--- config.mk ---
export PLATFORM = sky130hd
export DESIGN_NAME = pc_redirect_ctrl
export DESIGN_NICKNAME = d
export VERILOG_FILES = /design/src/rtl/pc_redirect_ctrl.sv
export SDC_FILE = /design/constraint.sdc
export NUM_CORES = 1
export LEC_CHECK = 0
export BUFFER_PORTS_ARGS = -buffer_cell sky130_fd_sc_hd__buf_2
export CAP_MARGIN = 20
export CELL_PAD_IN_SITES_DETAIL_PLACEMENT = 0
export CELL_PAD_IN_SITES_GLOBAL_PLACEMENT = 1
export CORE_MARGIN = 2
export CORE_UTILIZATION = 35
export CTS_CLUSTER_SIZE = 14
export DETAILED_ROUTE_END_ITERATION = 10
export PLACE_DENSITY = 0.7
export SLEW_MARGIN = 30
export SYNTH_ARGS = -nofsm -noshare
export SYNTH_HDL_FRONTEND = slang
export SYNTH_SLANG_ARGS = --single-unit
--- constraint.sdc ---
create_clock -name clk_i -period 1.69 [get_ports clk_i]
set_clock_uncertainty 0.1 [all_clocks]
set_input_delay 0.338 -clock clk_i [delete_from_list [all_inputs] [get_ports clk_i]]
set_output_delay 0.338 -clock clk_i [all_outputs]
set_load 0.05 [all_outputs]
--- src/rtl/pc_redirect_ctrl.sv ---
// Next-PC select sequencer: steers the PC mux from EX-stage control flow, defers
// redirects that collide with a stall, and flushes wrong-path work for a fixed bubble count.
module pc_redirect_ctrl #(
    parameter int FLUSH_CYCLES = 2,
    parameter int CNT_W        = 16
) (
    input  logic             clk_i,
    input  logic             rst_i,
    input  logic             ex_valid_i,
    input  logic [1:0]       ex_cf_type_i,
    input  logic             ex_cond_i,
    input  logic             stall_i,
    output logic [1:0]       pc_sel_o,
    output logic             branch_check_o,
    output logic             pc_write_o,
    output logic             flush_ifid_o,
    output logic             flush_idex_o,
    output logic             busy_o,
    output logic [CNT_W-1:0] redirect_cnt_o
);

    localparam int FC_W = $clog2(FLUSH_CYCLES + 1);

    typedef enum logic [1:0] {RUN = 2'd0, HOLD = 2'd1, FLUSH = 2'd2} state_e;

    state_e            state_q, state_d;
    logic [1:0]        pend_q, pend_d;
    logic [FC_W-1:0]   fcnt_q, fcnt_d;
    logic [CNT_W-1:0]  cnt_q, cnt_d;
    logic              taken;
    logic              apply;
    logic [1:0]        apply_sel;

    assign taken = ex_valid_i & ((ex_cf_type_i == 2'b01 & ex_cond_i) | ex_cf_type_i[1]);

    // A redirect lands either straight from EX or from the held target once the stall clears.
    always_comb begin
        apply     = 1'b0;
        apply_sel = ex_cf_type_i;
        case (state_q)
            RUN:  apply = taken & ~stall_i;
            HOLD: begin
                apply     = ~stall_i;
                apply_sel = pend_q;
            end
            default: ;
        endcase
    end

    always_ff @(posedge clk_i or posedge rst_i) begin
        if (rst_i) begin
            state_q <= RUN;
            pend_q  <= 2'b00;
            fcnt_q  <= '0;
            cnt_q   <= '0;
        end else begin
            state_q <= state_d;
            pend_q  <= pend_d;
            fcnt_q  <= fcnt_d;
            cnt_q   <= cnt_d;
        end
    end

    always_comb begin
        state_d = state_q;
        pend_d  = pend_q;
        fcnt_d  = fcnt_q;
        cnt_d   = cnt_q;
        case (state_q)
            RUN: if (taken && stall_i) begin
                state_d = HOLD;
                pend_d  = ex_cf_type_i;
            end
            FLUSH: if (!stall_i) begin
                fcnt_d = fcnt_q - FC_W'(1);
                if (fcnt_q == FC_W'(1)) state_d = RUN;
            end
            default: ;
        endcase
        if (apply) begin
            cnt_d   = cnt_q + CNT_W'(1);
            fcnt_d  = FC_W'(FLUSH_CYCLES - 1);
            state_d = (FLUSH_CYCLES > 1) ? FLUSH : RUN;
        end
    end

    always_comb begin
        pc_sel_o       = 2'b00;
        branch_check_o = 1'b0;
        pc_write_o     = ~stall_i;
        flush_ifid_o   = 1'b0;
        flush_idex_o   = 1'b0;
        busy_o         = (state_q != RUN);
        case (state_q)
            RUN:  if (taken && stall_i) pc_write_o = 1'b0;
            HOLD: if (stall_i) begin
                pc_sel_o       = pend_q;
                branch_check_o = (pend_q == 2'b01);
            end
            FLUSH: flush_idex_o = 1'b1;
            default: ;
        endcase
        if (apply) begin
            pc_sel_o       = apply_sel;
            branch_check_o = (apply_sel == 2'b01);
            pc_write_o     = 1'b1;
            flush_ifid_o   = 1'b1;
            flush_idex_o   = 1'b1;
        end
        if (rst_i) begin
            pc_sel_o       = 2'b00;
            branch_check_o = 1'b0;
            pc_write_o     = 1'b0;
            flush_ifid_o   = 1'b0;
            flush_idex_o   = 1'b0;
            busy_o         = 1'b0;
        end
    end

    assign redirect_cnt_o = cnt_q;

endmodule

==> out/summary.txt, run 1 <==
RUN STATUS
--------------------------------------------------------------------------------
Status ............................................................ finished, violations left
Violated checks ................................................... setup timing

DETAILED ROUTING
--------------------------------------------------------------------------------
Detailed-route DRC error count ....................................            0
Residual antenna-violating net count after detailed routing .......            0
Post-detailed-routing wire length .................................      2840 µm
Drt via density ...................................................         5.04
Wire length per cell after detailed routing .......................      13.6 µm
Iteration count of the initial detailed-routing pass ..............            4
1st-iter DRT viols ................................................           55
Count of vias placed by the detailed router .......................        1,054

PWR
--------------------------------------------------------------------------------
Peak VDD IR .......................................................     0.633 mV
Leakage dissipation ...............................................     0.836 nW
PwrDens ...........................................................  1340 nW/µm²
Overall power after layout ........................................      2.31 mW

LAYOUT
--------------------------------------------------------------------------------
Post-synthesis to final-layout area growth ........................        49.1%
Proportion of layout cells with a drive suffix above 1 ............        0.491
Post-route cell area ..............................................     1720 µm²
Nets ..............................................................          175
Total area of multi-input combinational cells .....................      706 µm²
Sequential cell area ..............................................      558 µm²
Count of filler cells inserted in the layout ......................          301
Antenna cells .....................................................            0

PLACEMENT
--------------------------------------------------------------------------------
Post-detailed-placement cell area .................................     1540 µm²
Routability Congestion ............................................        0.816
Number of buffers inserted by port buffering ......................           29
Dpl hpwl ..........................................................      2080 µm

CTS
--------------------------------------------------------------------------------
Clock-pin slew on the worst setup and hold paths ..................      0.13 ns
Max clock buf depth ...............................................            2
Clock tree root driver cell ....................................... sky130_fd_sc_hd__clkbuf_4
Count of clock tree sinks .........................................           22
Clock buffers created by TritonCTS ................................            3
Clock network latency to the later pin of the worst-skew pair .....      0.31 ns
Clock tree from TritonCTS .........................................         done
Number of H-tree branching levels .................................            1

STA
--------------------------------------------------------------------------------
WHS ...............................................................     0.287 ns
Worst slew pin tran ...............................................     0.333 ns
Max frequency .....................................................      479 MHz
Final count of hold timing violations .............................            0
Setup repair after global routing missed its margin ...............         true
Final critical-path required period ...............................      2.09 ns
Setup-failing EPs final ...........................................            6
Share of the clock period used by the worst path ..................         1.24
Worst slew slack as a fraction of its limit .......................        0.778
Fin worst setup slack .............................................    -0.399 ns
Max Transition Viols Final ........................................            0

WORST SETUP PATH
--------------------------------------------------------------------------------
Required @ worst endpoint .........................................      1.25 ns
Type of the setup path with the least slack .......................      reg2out
Data arrival time at the worst-slack endpoint .....................      1.65 ns
Critical Path Source Type .........................................         flop
Ordered list of cells on the worst path ........................... nand2b_4, mux2_4, a21oi_4, a211oi_4, buf_6
Slowest cell on the critical path ................................. sky130_fd_sc_hd__dfrtp_2
Cell type group with the largest total delay on the critical path .   flip-flops
Crit path buf inv count ...........................................            1
Worst-path fanout max .............................................            4
Kind of end point of the critical path ............................   output pin
Delay contributed by the slowest stage of the critical path .......      0.47 ns

GLOBAL ROUTE
--------------------------------------------------------------------------------
Antenna violations before repair ..................................            0
Global-route wire length before repair ............................      4830 µm
Overall routing resource usage ....................................        0.174
Largest net degree at the start of global routing .................           23
Via count of the first global-routing pass ........................        1,092
Overall overflow remaining after global route .....................            0

DIE
--------------------------------------------------------------------------------
Overall die height ................................................      61.4 µm
Width of the die ..................................................      61.4 µm
Total core area ...................................................     3100 µm²
Floorplan row count ...............................................           20
Effective utilization at floorplan ................................        0.371
Boundary pin count ................................................           30
DIE AREA ..........................................................     3760 µm²

YOSYS
--------------------------------------------------------------------------------
Sequential fraction of the synthesis area .........................        0.478
Synthesized instance count ........................................          112
Number of warnings printed during yosys synthesis .................            0
Top post-synthesis cells by count ................................. sky130_fd_sc_hd__dfrtp_1, sky130_fd_sc_hd__xor2_1, sky130_fd_sc_hd__nand2_1, sky130_fd_sc_hd__nor2_1
Dominant cell type by area after synthesis ........................ sky130_fd_sc_hd__dfrtp_1
Mapped Avg Cell Area ..............................................     10.3 µm²
Main flop type after synthesis .................................... sky130_fd_sc_hd__dfrtp_1
Count of different cell masters after synthesis ...................           32
Fraction of registers with async set/reset ........................         1.00
Cell Area, Synth ..................................................     1150 µm²
Syn Nets ..........................................................          121
Number of enable flip-flop cells after synthesis ..................            0
Yosys reg bits ....................................................           22
Cell types with the largest area share after synthesis ............ sky130_fd_sc_hd__dfrtp_1, sky130_fd_sc_hd__xor2_1, sky130_fd_sc_hd__nand4_1, sky130_fd_sc_hd__xnor2_1, sky130_fd_sc_hd__a21oi_1
Fraction of post-synthesis cell area in the top cell type by area .        0.478
Most frequent cell after synthesis ................................ sky130_fd_sc_hd__dfrtp_1

HOLD PATH
--------------------------------------------------------------------------------
Hold/Removal Path Class ...........................................       in2reg

JOB
--------------------------------------------------------------------------------
Total of max-cap violations .......................................            0

[worst reg2reg max path, stage by stage, from the launching register on]
cell	delay (ns)
sky130_fd_sc_hd__dfrtp_2	0.47
sky130_fd_sc_hd__nor2_4	0.15
sky130_fd_sc_hd__buf_4	0.15
sky130_fd_sc_hd__nand4_4	0.17
sky130_fd_sc_hd__nor4_2	0.32
sky130_fd_sc_hd__xor2_1	0.17
[report_power, final]
part / switching [mW] / internal (mW)
registers: 0.141 / 0.653
logic: 0.708 / 0.505
clock network: 0.168 / 0.132
total: 1.02 / 1.29
[flip-flops by register name (all words and copies together) (netlist names)]
name / flops
pend_q: 2
redirect_cnt_o: 16
fcnt_q: 2
state_q: 2
[kinds of logic (layout without fill, tap and decap cells)]
kind of cell    after synthesis  count (layout)  share of synthesized area
compound gates               14              14                     0.0794
xor+xnor                     15              15                      0.114
fa+ha+maj                     2               2                     0.0217
buf+inv                       5              58                     0.0228
flops                        22              22                      0.478
mux                           4               4                     0.0380
simple gates                 50              50                      0.246
[layout make-up]
type | count | share of cell area
repair buffers | 50 | 0.200
flip-flops and latches | 22 | 0.325
multi-input cells | 85 | 0.411
inverters | 4 | 0.0109
clock buffers | 4 | 0.0211
well taps | 44 | 0.0321
[layer usage]
| metal | global-route usage | up-vias | routed length, µm |
|---|---|---|---|
| met4 | 0.0790 | 0 | 42 |
| met3 | 0.0315 | 4 | 113 |
| met5 | 0 | - | 0 |
| met2 | 0.295 | 28 | 1450 |
| met1 | 0.216 | 513 | 1230 |
| li1 | - | 509 | - |
[cell usage in the layout (no fill, tap or decap), drive strengths merged]
cell type and count:
nand2b 1, a211o 1, a21oi 7, xor2 10, clkbuf 4, nand4 8
o21a 1, dlygate4sd3 1, dfrtp 22, and3 2, mux2i 1, nor3 6
nand2 9, nor4 3, ha 2, o22a 1, or2 1, inv 3
nand3 6, clkinvlp 1, nand4b 1, a2bb2oi 1, xnor2 5, buf 49
nor2 10, mux2 3, a211oi 1, a22oi 1, and4 2, or2b 1
o22ai 1
[stage by stage]
stage | utilization | setup TNS (ns) | std cells | worst slack, ns
6_report | 0.553 | -1.75 | 209 | -0.399
5_1_grt | 0.553 | -2.17 | 209 | -0.459
4_1_cts | 0.544 | -1.85 | 209 | -0.422
3_5_place_dp | 0.497 | -0.513 | 203 | -0.217
3_3_place_gp | 0.497 | -0.482 | 203 | -0.207
2_1_floorplan | - | -0.273 | 112 | -0.165
[worst paths after layout]
check | start | to | slack (ns) | cells after the start
max | state_q[1] | branch_check_o | -0.40 | 5
min | ex_cf_type_i[0] | pend_q[0] | 0.29 | 3
max reg2reg | state_q[1] | redirect_cnt_o[13] | 0.09 | 5
min reg2reg | redirect_cnt_o[5] | redirect_cnt_o[5] | 0.39 | 1
max in group asynchronous | rst_i | state_q[0] | 0.71 | 4
min in group asynchronous | rst_i | pend_q[1] | 0.53 | 4
[what timing repair did]
action | in CTS | in global routing
endpoints found under the hold margin | 22 | 0
gates resized for setup | 23 | 4
pin swaps | 6 | 4
hold buffers | 1 | 0
setup buffers | 1 | 0
endpoints found under the setup margin | 7 | 12
Note: power is estimated with default switching activity, not from simulation.
==> run 2, diff against run 1 <==
==> constraint.sdc (replaced) <==
create_clock -name clk_i -period 1.69 [get_ports clk_i]
set_clock_uncertainty 0.1 [all_clocks]
set_input_delay 0.0845 -clock clk_i [delete_from_list [all_inputs] [get_ports clk_i]]
set_output_delay 0.0845 -clock clk_i [all_outputs]
set_load 0.05 [all_outputs]
==> out/summary.txt, run 2 (same netlist as run 1, synthesis figures left out) <==
DETAILED ROUTING
--------------------------------------------------------------------------------
Iteration count of the initial detailed-routing pass ..............            3   -1
Post-detailed-routing wire length .................................      2770 µm   -2.3%
Residual antenna-violating net count after detailed routing .......            0   unchanged
1st-iter DRT viols ................................................           47   -15%
Wire length per cell after detailed routing .......................      13.3 µm   -1.8%
Drt via density ...................................................         4.95   -1.9%
Count of vias placed by the detailed router .......................        1,029   -2.4%
Detailed-route DRC error count ....................................            0   unchanged

DIE
--------------------------------------------------------------------------------
DIE AREA ..........................................................     3760 µm²   unchanged
Floorplan row count ...............................................           20   unchanged
Effective utilization at floorplan ................................        0.371   unchanged
Overall die height ................................................      61.4 µm   unchanged
Boundary pin count ................................................           30   unchanged
Width of the die ..................................................      61.4 µm   unchanged
Total core area ...................................................     3100 µm²   unchanged

GLOBAL ROUTE
--------------------------------------------------------------------------------
Overall overflow remaining after global route .....................            0   unchanged
Overall routing resource usage ....................................        0.154   -0.0199
Global-route wire length before repair ............................      4290 µm   -11%
Antenna violations before repair ..................................            0   unchanged
Largest net degree at the start of global routing .................           23   unchanged
Via count of the first global-routing pass ........................          999   -8.5%

LAYOUT
--------------------------------------------------------------------------------
Nets ..............................................................          174   -0.57%
Most common cell after layout, fill and taps aside ................ sky130_fd_sc_hd__buf_2
Most frequent cells in the layout ................................. sky130_fd_sc_hd__buf_2, sky130_fd_sc_hd__dfrtp_1, sky130_fd_sc_hd__buf_4
Proportion of layout cells with a drive suffix above 1 ............        0.488   -0.00310
Number of flip-flops under the largest register name ..............           16   unchanged
Sequential cell area ..............................................      558 µm²   unchanged
Total area of multi-input combinational cells .....................      698 µm²   -1.1%
Count of filler cells inserted in the layout ......................          301   unchanged
Antenna cells .....................................................            0   unchanged
Non-Filler Instances ..............................................          208   -0.48%
Fraction of the core area covered by cells at the end of the flow .        0.555   +0.00202
Post-synthesis to final-layout area growth ........................        49.7%

PWR
--------------------------------------------------------------------------------
Overall power after layout ........................................      2.37 mW   +2.6%
Leakage dissipation ...............................................     0.839 nW   +0.31%
Peak VDD IR .......................................................     0.634 mV   +0.19%
PwrDens ...........................................................  1370 nW/µm²   +2.2%

PLACEMENT
--------------------------------------------------------------------------------
Routability Congestion ............................................        0.803   -1.6%
Number of buffers inserted by port buffering ......................           29   unchanged
Place WS ..........................................................   -0.0218 ns   +0.196 ns
Dpl hpwl ..........................................................      1920 µm   -8.0%
Placed cells ......................................................          192   -5.4%

STA
--------------------------------------------------------------------------------
Setup TNS after final layout ......................................    -0.490 ns   +1.26 ns
Share of the clock period used by the worst path ..................         1.12   -0.115
Worst slew pin tran ...............................................     0.338 ns   +0.00519 ns
Max frequency .....................................................      528 MHz   +10%
Final count of hold timing violations .............................            0   unchanged
Max Transition Viols Final ........................................            0   unchanged
Final critical-path required period ...............................      1.90 ns   -0.194 ns
Fin worst setup slack .............................................    -0.205 ns   +0.194 ns
Setup repair after global routing missed its margin ...............         true
Worst slew slack as a fraction of its limit .......................        0.774   -0.00347
Setup-failing EPs final ...........................................            4   -2

WORST SETUP PATH
--------------------------------------------------------------------------------
Worst-path fanout max .............................................            6   +2
Type of the setup path with the least slack .......................      reg2out
Kind of end point of the critical path ............................   output pin
Critical Path Source Type .........................................         flop
Required @ worst endpoint .........................................      1.51 ns   +0.26 ns
Data arrival time at the worst-slack endpoint .....................      1.71 ns   +0.06 ns

CTS
--------------------------------------------------------------------------------
Number of H-tree branching levels .................................            1   unchanged
Clock network latency to the later pin of the worst-skew pair .....      0.31 ns   about the same
Count of clock tree sinks .........................................           22   unchanged
Max clock buf depth ...............................................            2   unchanged
Clock-pin slew on the worst setup and hold paths ..................      0.13 ns   about the same
Clock tree from TritonCTS .........................................         done
Clock buffers created by TritonCTS ................................            3   unchanged
Clock tree root driver cell ....................................... sky130_fd_sc_hd__clkbuf_4

RUN STATUS
--------------------------------------------------------------------------------
Status ............................................................ finished, violations left
Violated checks ................................................... setup timing

HOLD PATH
--------------------------------------------------------------------------------
Hold/Removal Path Class ...........................................       in2reg

JOB
--------------------------------------------------------------------------------
Total of max-cap violations .......................................            0   unchanged

[run 2: critical path: stages (launching register included)]
cell and delay (ns):
sky130_fd_sc_hd__dfrtp_2 0.48, sky130_fd_sc_hd__nand2b_4 0.17, sky130_fd_sc_hd__mux2_4 0.30, sky130_fd_sc_hd__a21oi_2 0.13
sky130_fd_sc_hd__buf_4 0.14, sky130_fd_sc_hd__a211oi_4 0.03, sky130_fd_sc_hd__buf_6 0.15
[run 2: worst paths after layout]
kind / startpoint / endpoint / slack, ns / cells past startpoint
worst min register to register: redirect_cnt_o[15] / redirect_cnt_o[15] / 0.38 / 1
min in group asynchronous: rst_i / state_q[0] / 0.36 / 4
worst max register to register: state_q[1] / redirect_cnt_o[12] / 0.10 / 6
worst max-delay path: state_q[1] / branch_check_o / -0.21 / 6
worst min-delay path: ex_valid_i / state_q[0] / 0.11 / 5
max in group asynchronous: rst_i / redirect_cnt_o[2] / 0.88 / 4
[run 2: what timing repair did]
item	in CTS	in global routing
hold endpoints to repair	25	0
resized for setup	18	14
endpoints found under the setup margin	5	10
pin swaps	5	6
hold buffers	4	0
buffers inserted	5	3
[run 2: area by class of cell]
class,count,area share
clock buffers,3,0.0131
clock inverters,1,0.0174
inverters,4,0.00871
multi-input cells,85,0.405
flip-flops and latches,22,0.324
well taps,44,0.0320
repair buffers,49,0.200
[run 2: power by group]
part / switching [mW] / internal, mW / total [mW] / leakage [nW]
combinational: 0.674 / 0.488 / 1.16 / 0.531
sequential: 0.145 / 0.653 / 0.798 / 0.280
clock: 0.166 / 0.240 / 0.406 / 0.0279
[run 2: through the flow]
step	instance area, µm²	hold WS (ns)
6_report	1720	0.114
4_1_cts	1620	0.0460
3_5_place_dp	1430	0.156
3_3_place_gp	1430	0.153
2_1_floorplan	1180	-0.0183
5_1_grt	1720	0.138
[run 2: per-layer routing]
layer,up-vias,wire [µm],global-route usage
met5,-,0,0
met4,0,29,0.0456
met3,4,104,0.0210
met2,20,1400,0.274
met1,501,1240,0.195
li1,504,-,-
==> run 3, diff against run 2 <==
CORE_UTILIZATION = 37   (was 35)
CTS_BUF_LIST = sky130_fd_sc_hd__clkbuf_4   (was unset)
PLACE_DENSITY = 0.74   (was 0.7)
==> out/summary.txt, run 3 (same netlist as run 1, synthesis figures left out) <==
WORST SETUP PATH
----------------------------------------------------------------------------
CP Launch Point ...............................................   state_q[1]
Critical R2R Capture .......................................... redirect_cnt_o[13]
Worst-path fanout max .........................................            4   -2
R2r worst-path depth ..........................................            5   -1
Required @ worst endpoint .....................................      1.51 ns   about the same
Launching point of the worst reg2reg path .....................   state_q[1]
Register-to-Register Setup Slack ..............................      0.06 ns   -0.04 ns
Kind of end point of the critical path ........................   output pin
Type of the setup path with the least slack ...................      reg2out
Critical Path Source Type .....................................         flop
Data arrival time at the worst-slack endpoint .................      1.67 ns   -0.04 ns

GLOBAL ROUTE
----------------------------------------------------------------------------
Via count of the first global-routing pass ....................          959   -4.0%
Antenna violations before repair ..............................            0   unchanged
Largest net degree at the start of global routing .............           23   unchanged
Global-route wire length before repair ........................      4230 µm   -1.4%
Overall overflow remaining after global route .................            0   unchanged
Overall routing resource usage ................................        0.155   +0.000870

STA
----------------------------------------------------------------------------
Setup repair after global routing missed its margin ...........         true
Setup-failing EPs final .......................................            4   unchanged
Share of the clock period used by the worst path ..............         1.10   -0.0239
Max Transition Viols Final ....................................            0   unchanged
Worst slew pin tran ...........................................     0.298 ns   -0.0402 ns
Worst slew slack as a fraction of its limit ...................        0.801   +0.0274
Max frequency .................................................      539 MHz   +2.2%
Final count of hold timing violations .........................            0   unchanged
Fin worst setup slack .........................................    -0.165 ns   +0.0403 ns
Final critical-path required period ...........................      1.85 ns   -0.0403 ns

CTS
----------------------------------------------------------------------------
Clock network latency to the later pin of the worst-skew pair .      0.31 ns   about the same
Clock buffers created by TritonCTS ............................            3   unchanged
Clock tree from TritonCTS .....................................         done
Clock tree root driver cell ................................... sky130_fd_sc_hd__clkbuf_4
Count of clock tree sinks .....................................           22   unchanged
Clock-pin slew on the worst setup and hold paths ..............      0.13 ns   about the same
Max clock buf depth ...........................................            2   unchanged
Number of H-tree branching levels .............................            1   unchanged

HOLD PATH
----------------------------------------------------------------------------
Hold worst-path end ...........................................   state_q[0]
Number of cells on the worst hold path ........................            5   unchanged
Hold/Removal Path Class .......................................       in2reg
Beginning of the worst hold path ..............................   ex_valid_i

PLACEMENT
----------------------------------------------------------------------------
Routability Congestion ........................................        0.812   +1.2%
Placed cells ..................................................          181   -5.7%
Dpl hpwl ......................................................      1890 µm   -1.4%
Number of buffers inserted by port buffering ..................           29   unchanged

JOB
----------------------------------------------------------------------------
Total of max-cap violations ...................................            0   unchanged

LAYOUT
----------------------------------------------------------------------------
Most common cell after layout, fill and taps aside ............ sky130_fd_sc_hd__buf_2
Antenna cells .................................................            0   unchanged
Most frequent cells in the layout ............................. sky130_fd_sc_hd__buf_2, sky130_fd_sc_hd__dfrtp_1, sky130_fd_sc_hd__buf_4
Post-synthesis to final-layout area growth ....................        43.9%
Number of flip-flops under the largest register name ..........           16   unchanged
Non-Filler Instances ..........................................          195   -6.3%
Count of filler cells inserted in the layout ..................          277   -8.0%
Nets ..........................................................          172   -1.1%
Proportion of layout cells with a drive suffix above 1 ........        0.457   -0.0310

DETAILED ROUTING
----------------------------------------------------------------------------
Residual antenna-violating net count after detailed routing ...            0   unchanged
Wire length per cell after detailed routing ...................      13.7 µm   +2.9%
Post-detailed-routing wire length .............................      2680 µm   -3.5%
Drt via density ...............................................         5.28   +6.7%
Iteration count of the initial detailed-routing pass ..........            4   +1
Detailed-route DRC error count ................................            0   unchanged
1st-iter DRT viols ............................................           30   -36%
Count of vias placed by the detailed router ...................        1,029   unchanged

DIE
----------------------------------------------------------------------------
DIE AREA ......................................................     3570 µm²   -5.1%
Boundary pin count ............................................           30   unchanged
Total core area ...............................................     3000 µm²   -3.2%
Floorplan row count ...........................................           20   unchanged
Width of the die ..............................................      59.8 µm   -2.6%
Effective utilization at floorplan ............................        0.383   +0.0124
Overall die height ............................................      59.8 µm   -2.6%

PWR
----------------------------------------------------------------------------
Peak VDD IR ...................................................     0.652 mV   +2.7%
PwrDens .......................................................  1320 nW/µm²   -4.0%
Overall power after layout ....................................      2.18 mW   -7.7%
Leakage dissipation ...........................................     0.796 nW   -5.1%

RUN STATUS
----------------------------------------------------------------------------
Status ........................................................ finished, violations left
Violated checks ............................................... setup timing

run 3: changes by cell type in the layout (fill, tap and decap cells not counted), moves of 2 or more:
cell and change:
sky130_fd_sc_hd__buf_4 -3, sky130_fd_sc_hd__nor3_2 -2, sky130_fd_sc_hd__a21oi_2 -2, sky130_fd_sc_hd__a21oi_4 +2, sky130_fd_sc_hd__nor3_1 +2
run 3: stage by stage:
| stage | worst slack, ns | area, µm² | TNS [ns] | utilization | hold WS [ns] |
|---|---|---|---|---|---|
| 6_report | -0.165 | 1660 | -0.392 | 0.552 | 0.111 |
| 3_5_place_dp | 0.00281 | 1420 | 0 | 0.472 | 0.157 |
| 2_1_floorplan | -0.000851 | 1180 | -0.000851 | - | -0.0183 |
| 3_3_place_gp | 0.0539 | 1420 | 0 | 0.472 | 0.151 |
| 5_1_grt | -0.236 | 1660 | -0.938 | 0.552 | 0.127 |
| 4_1_cts | -0.172 | 1580 | -0.510 | 0.525 | 0.0609 |
run 3: per-layer routing:
metal	GRT usage	wire length, µm	vias to the layer above	share of wire
met4	0.0571	41	0	0.015
met1	0.197	1150	496	0.43
met3	0.0303	108	6	0.040
met5	0	0	-	0
li1	-	-	503	-
met2	0.259	1380	24	0.52
run 3: report_power, final:
group	total [mW]	switching, mW	leakage, nW	internal, mW
Combinational	1.16	0.685	0.499	0.470
Clock	0.247	0.161	0.0154	0.0863
Sequential	0.781	0.130	0.281	0.651
run 3: layout make-up:
cell class                      count  area, µm²  area share
Clock buffer                        3       22.5      0.0136
Tap cell                           33       41.3      0.0249
Sequential cell                    22        557       0.336
Multi-Input combinational cell     85        684       0.413
Timing Repair Buffer               47        333       0.201
Inverter                            4       15.0     0.00906
Clock inverter                      1       3.75     0.00227
run 3: worst max path at each step:
| stage | end | slack (ns) | cells past startpoint |
|---|---|---|---|
| final | branch_check_o | -0.16 | 5 |
| after global routing | branch_check_o | -0.24 | 5 |
| after CTS | branch_check_o | -0.17 | 5 |
| after detailed placement | branch_check_o | 0.003 | 5 |
| after global placement | branch_check_o | 0.05 | 5 |
| after floorplan | branch_check_o | -0.0009 | 4 |
run 3: worst max-delay path, cell delays in order, from the launching register on:
cell                       delay, ns
sky130_fd_sc_hd__dfrtp_1        0.44
sky130_fd_sc_hd__nand2b_1       0.16
sky130_fd_sc_hd__mux2_2         0.37
sky130_fd_sc_hd__a21oi_4        0.18
sky130_fd_sc_hd__a211oi_4       0.05
sky130_fd_sc_hd__buf_6          0.16
run 3: what timing repair did:
item                       CTS  global route
hold endpoints to repair    25             0
pin swaps                    5             7
gates resized for setup     22             8
setup endpoints to repair    5            10
hold buffers                 4             0
buffers inserted             1             5
